## src/rtl/rr_decode_arbiter.sv

```systemverilog
// Eight-requester round-robin arbiter with bounded hold time.
// The winner index and valid flag are registered; gnt is their 3-to-8 decode.
module rr_decode_arbiter #(
    parameter int unsigned MAX_HOLD = 16
) (
    input  logic       clk,
    input  logic       rst,
    input  logic [7:0] req,
    output logic [7:0] gnt,
    output logic [2:0] gnt_idx,
    output logic       gnt_valid
);

    localparam logic [7:0] HOLD_LAST = 8'(MAX_HOLD - 1);

    typedef enum logic {
        IDLE = 1'b0,
        BUSY = 1'b1
    } state_t;

    // Returns {found, index} of the first set request bit scanning from p upward, mod 8.
    function automatic logic [3:0] rr_pick(input logic [7:0] r, input logic [2:0] p);
        logic [3:0] res;
        logic [2:0] idx;
        res = 4'b0000;
        // Walk offsets high to low so the smallest offset from p is the last one written.
        for (int i = 7; i >= 0; i--) begin
            idx = p + 3'(i);
            if (r[idx]) begin
                res = {1'b1, idx};
            end else begin
                res = res;
            end
        end
        return res;
    endfunction

    function automatic logic [7:0] decode3to8(input logic [2:0] idx, input logic en);
        logic [7:0] d;
        d = 8'h00;
        if (en) begin
            d[idx] = 1'b1;
        end else begin
            d = 8'h00;
        end
        return d;
    endfunction

    state_t     state_r;
    state_t     state_nxt_s;
    logic [2:0] ptr_r;
    logic [2:0] ptr_nxt_s;
    logic [2:0] gnt_idx_r;
    logic [2:0] idx_nxt_s;
    logic [7:0] hold_cnt_r;
    logic [7:0] cnt_nxt_s;
    logic       gnt_valid_r;
    logic       valid_nxt_s;
    logic [3:0] pick_s;
    logic       release_s;

    assign pick_s    = rr_pick(req, ptr_r);
    assign release_s = (req[gnt_idx_r] == 1'b0) || (hold_cnt_r == HOLD_LAST);

    // State and datapath registers, with reset overriding any grant in progress.
    always_ff @(posedge clk) begin
        if (rst) begin
            state_r     <= IDLE;
            ptr_r       <= 3'd0;
            gnt_idx_r   <= 3'd0;
            hold_cnt_r  <= 8'd0;
            gnt_valid_r <= 1'b0;
        end else begin
            state_r     <= state_nxt_s;
            ptr_r       <= ptr_nxt_s;
            gnt_idx_r   <= idx_nxt_s;
            hold_cnt_r  <= cnt_nxt_s;
            gnt_valid_r <= valid_nxt_s;
        end
    end

    // Next-state logic: arbitrate in IDLE, count and release in BUSY.
    always_comb begin
        state_nxt_s = state_r;
        ptr_nxt_s   = ptr_r;
        idx_nxt_s   = gnt_idx_r;
        cnt_nxt_s   = hold_cnt_r;
        valid_nxt_s = gnt_valid_r;
        case (state_r)
            IDLE: begin
                if (pick_s[3]) begin
                    state_nxt_s = BUSY;
                    idx_nxt_s   = pick_s[2:0];
                    cnt_nxt_s   = 8'd0;
                    valid_nxt_s = 1'b1;
                end else begin
                    state_nxt_s = IDLE;
                end
            end
            BUSY: begin
                if (release_s) begin
                    // The releasing requester drops to lowest priority.
                    state_nxt_s = IDLE;
                    valid_nxt_s = 1'b0;
                    ptr_nxt_s   = gnt_idx_r + 3'd1;
                end else begin
                    cnt_nxt_s   = hold_cnt_r + 8'd1;
                end
            end
            default: begin
                state_nxt_s = IDLE;
                valid_nxt_s = 1'b0;
            end
        endcase
    end

    // Output decode: gnt is one-hot only while a grant is valid.
    always_comb begin
        gnt       = decode3to8(gnt_idx_r, gnt_valid_r);
        gnt_idx   = gnt_idx_r;
        gnt_valid = gnt_valid_r;
    end

endmodule

```

## config.mk

```make
export PLATFORM = sky130hd
export DESIGN_NAME = rr_decode_arbiter
export DESIGN_NICKNAME = d
export VERILOG_FILES = /design/src/rtl/rr_decode_arbiter.sv
export SDC_FILE = /design/constraint.sdc
export NUM_CORES = 1
export LEC_CHECK = 0
export CAP_MARGIN = 25
export CORE_AREA = 4 4 56 68
export DETAILED_ROUTE_END_ITERATION = 7
export DIE_AREA = 0 0 60 72
export GPL_ROUTABILITY_DRIVEN = 0
export GPL_TIMING_DRIVEN = 0
export PLACE_DENSITY = 0.83
export SLEW_MARGIN = 30
export SYNTH_ARGS = -nofsm -noshare
export SYNTH_HDL_FRONTEND = slang
export SYNTH_SLANG_ARGS = --single-unit
```

## constraint.sdc

```tcl
create_clock -name clk -period 5.5 [get_ports clk]
set_input_delay 1.1 -clock clk [delete_from_list [all_inputs] [get_ports clk]]
set_output_delay 1.1 -clock clk [all_outputs]
set_load 0.005 [all_outputs]
```

==> impl_results.md <==
- Run status: finished clean
- Worst Clk Skew: 0.00459 ns
- Vertical die dimension: a little over 70 um
- Count of final setup violators: 0
- Placed Instance Area: 2060 um2
- Clock tree root buffer cell: sky130_fd_sc_hd__clkbuf_8
- Setup TNS: 0 ns
- Power, Total: about 0.84 mW
- M2 GR Usage: 38.9%
- Average cell area after synthesis: ~8.4 um2
- Relative contribution of the clock network to total power: 12.5%
- Largest cells by area after synthesis: sky130_fd_sc_hd__dfxtp_1 17%, sky130_fd_sc_hd__mux4_2 17%, sky130_fd_sc_hd__mux2i_1 9.8%, sky130_fd_sc_hd__nor2_1 5.7%, sky130_fd_sc_hd__mux2_2 4.9%
- Vias per cell: 6.53
- Distinct cell type count after synthesis: 52
- DRT iter0 DRCs: ~160
- Wire length of the first global-routing pass: 8050 um
- Yosys synthesis warning count: 0
- Post-route minimum period: 3.57 ns
- Number of clock buffers inserted by TritonCTS: 3
- Final worst path period share: 65.0%
- Clock latency on the worst-skew pair: 0.26 ns
- Sequential power share: between 10% and 20%
- Residual antenna-violating net count after detailed routing: 0
- Share of the synthesized area in the top cell type: ~17%
- Port Buffers: 17
- Post-synthesis instance area: ~1800 um2
- Routed wirelength normalized by instance count: 17.2 um
- Global routing usage on met1: 29.8%
- Sw Share: 45.0%
- Most Used Layer, Global Route: met2
- H-tree level count: 1
- Post-synth EDFFs: 0
- Initial standard-cell utilization of the core: 57.3%
- HPWL reported at the end of detailed placement: 3580 um
- Required time worst endpoint: 5.67 ns
- IO Pins: 22
- Data arrival time of the critical path: approximately 3.8 ns
- Final hold slack: ~0.47 ns
- Mapped Cells: 219
- Pint: 0.464 mW
- Primary FF master, synth: sky130_fd_sc_hd__dfxtp_1
- Reported leakage power: about 0.7 nW
- Part of the power in combinational logic: 68.1%
- Number of cell rows: 23
- Number of vias in the routed layout: 1810
- Path type of the worst min-delay path: reg -> reg
- Setup Fix Bufs, Post-CTS: 0
- GRT Residual Overflow: 0
- VDD IR max: 0.281 mV
- Worst slew margin: between 50% and 60%
- Met3 Resource Use GR: 2.14%
- Final Routed Wirelength: roughly 4800 um
- Maximum number of pins on one net before global-route repair: 11
- Leading area contributor after synthesis: sky130_fd_sc_hd__dfxtp_1
- Total of max-cap violations: 0
- Endpoint kind of the worst setup timing path: register
- Switching pwr: 0.380 mW
- Setup repair after global routing missed its margin: no
- Sort of element at the start of the critical path: register
- Clock transition at the registers of the reported paths: 0.06 ns
- Least-Margin Pin Slew: approximately 0.67 ns
- Core area: 3220 um2
- Remaining routing DRC violations: 0
- Sequential cell area fraction in the yosys report: 17.3%
- PostCTS Resize Cnt: 0
- DIE AREA: 4320 um2
- Global-route total usage across every layer: 23.4%
- Clock tree from TritonCTS: done
- Async set or reset register ratio after synthesis: 0%
- Ratio of cells with drive above 1 in the final layout: 15.0%
- Number of nets produced by synthesis: 233
- Final std cell area, no fill: 2120 um2
- Maximum net fanout on the critical path: 10
- Cell types with the highest counts after synthesis: 28 x sky130_fd_sc_hd__nor2_1, 18 x sky130_fd_sc_hd__mux2i_1, 16 x sky130_fd_sc_hd__dfxtp_1
- Library cell with the highest instance count after synthesis: sky130_fd_sc_hd__nor2_1
- Post-CTS Hold Buffers: 0
- Net count of the finished layout: 255
- Number of storage elements in the synthesis netlist: 16
- Number of antenna violations at the first check in global routing: 0
- Horizontal extent of the die: 60 um
- PwrDens: 398 nW/um2
- Max Root-Sink Buffers: 2
- Number of diodes added for antenna fixing: 0
- Highest achievable clock rate: 280 MHz
- Count of final hold-check violations: 0
- Sink Count: 16
- DR pass1 iterations: 4
- Worst Path Class, Setup: reg -> reg
- Final max-slew violation count: 0
- Relative area change from synthesis to final layout: 14.7%
- Vias in the first global route: 1748
-- cells by family (layout without fill, tap and decap cells) --
family          count (synthesis)  count (layout)  share of synthesized area, %
fa+ha+maj                       4               4                          2.71
compound gates                 39              39                          14.6
flops                          16              16                          17.3
buf+inv                        27              48                          6.10
xor+xnor                        9               9                          4.27
simple gates                   84              84                          23.2
mux                            40              40                          31.7
-- worst max-delay path: stages (launching register included) --
cell and delay (ns):
sky130_fd_sc_hd__dfxtp_1 0.35, sky130_fd_sc_hd__clkbuf_1 0.34, sky130_fd_sc_hd__clkinv_1 0.32, sky130_fd_sc_hd__ha_1 0.49
sky130_fd_sc_hd__clkbuf_1 0.43, sky130_fd_sc_hd__mux2_2 0.43, sky130_fd_sc_hd__mux4_2 0.49, sky130_fd_sc_hd__nor4b_1 0.30
sky130_fd_sc_hd__a211oi_1 0.16, sky130_fd_sc_hd__o22ai_1 0.19
-- sequential cells by signal (all words and copies together) (netlist names) --
name	count
ptr_r	3
state_r	1
gnt_idx	3
hold_cnt_r	8
gnt_valid	1
-- layout by cell type, fill, tap and decap left out, types with 2 or more instances in the layout --
cell	instances
sky130_fd_sc_hd__xor2_1	2
sky130_fd_sc_hd__xnor2_1	7
sky130_fd_sc_hd__nor2b_1	2
sky130_fd_sc_hd__clkdlybuf4s50_1	17
sky130_fd_sc_hd__a221oi_1	2
sky130_fd_sc_hd__mux2_2	8
sky130_fd_sc_hd__nand4b_1	2
sky130_fd_sc_hd__inv_1	6
sky130_fd_sc_hd__mux2i_1	18
sky130_fd_sc_hd__nor4_1	3
sky130_fd_sc_hd__nor2_1	28
sky130_fd_sc_hd__mux4_2	14
sky130_fd_sc_hd__a31oi_1	4
sky130_fd_sc_hd__ha_1	4
sky130_fd_sc_hd__o21a_1	2
sky130_fd_sc_hd__nor3_1	11
sky130_fd_sc_hd__nand2_1	14
sky130_fd_sc_hd__a211oi_1	2
sky130_fd_sc_hd__o211ai_1	2
sky130_fd_sc_hd__nand2b_1	2
sky130_fd_sc_hd__a22oi_1	2
sky130_fd_sc_hd__o21ai_0	5
sky130_fd_sc_hd__and2_1	3
sky130_fd_sc_hd__a21oi_1	8
sky130_fd_sc_hd__o31a_1	2
sky130_fd_sc_hd__clkbuf_1	14
sky130_fd_sc_hd__dfxtp_1	16
sky130_fd_sc_hd__clkbuf_8	4
sky130_fd_sc_hd__nand4_1	4
sky130_fd_sc_hd__nand3_1	6
sky130_fd_sc_hd__buf_2	3
-- metrics by stage --
step           setup slack, ns  util, %  std cells
5_1_grt                   1.60     65.7        277
3_5_place_dp              1.79     64.0        273
4_1_cts                   1.95     65.7        277
3_3_place_gp              1.80     64.0        273
2_1_floorplan             2.46        -        219
6_report                  1.93     65.7        277
-- final cells by class --
type | count | area, um2
well taps | 37 | 46.3
inverters | 8 | 30.0
fillers | 262 | 1100
repair buffers | 17 | 170
clock buffers | 4 | 55.1
flip-flops and latches | 16 | 320
multi-input cells | 176 | 1410
plain buffers | 19 | 82.6
-- power groups by stage --
stage / Combinational [mW] / Sequential (mW) / Clock [mW]
finish: 0.575 / 0.163 / 0.106
global route: 0.633 / 0.165 / 0.109
CTS: 0.570 / 0.162 / 0.105
detailed placement: 0.567 / 0.164 / 0
global placement: 0.552 / 0.164 / 0
floorplan: 0.435 / 0.158 / 0
-- per-layer routing --
| metal | vias up | routed length, um |
|---|---|---|
| li1 | 864 | - |
| met1 | 845 | 1970 |
| met2 | 80 | 2350 |
| met3 | 21 | 273 |
| met4 | 0 | 176 |
| met5 | - | 0 |
-- final timing paths --
check / slack, ns / start / cells after the start / end
hold / removal: 0.47 / hold_cnt_r[7] / 2 / hold_cnt_r[7]
setup / recovery: 1.93 / ptr_r[1] / 9 / gnt_idx[1]
hold reg to reg: 0.47 / hold_cnt_r[7] / 2 / hold_cnt_r[7]
setup reg to reg: 1.93 / ptr_r[1] / 9 / gnt_idx[1]
No activity file was read; power rests on OpenSTA's default activity.
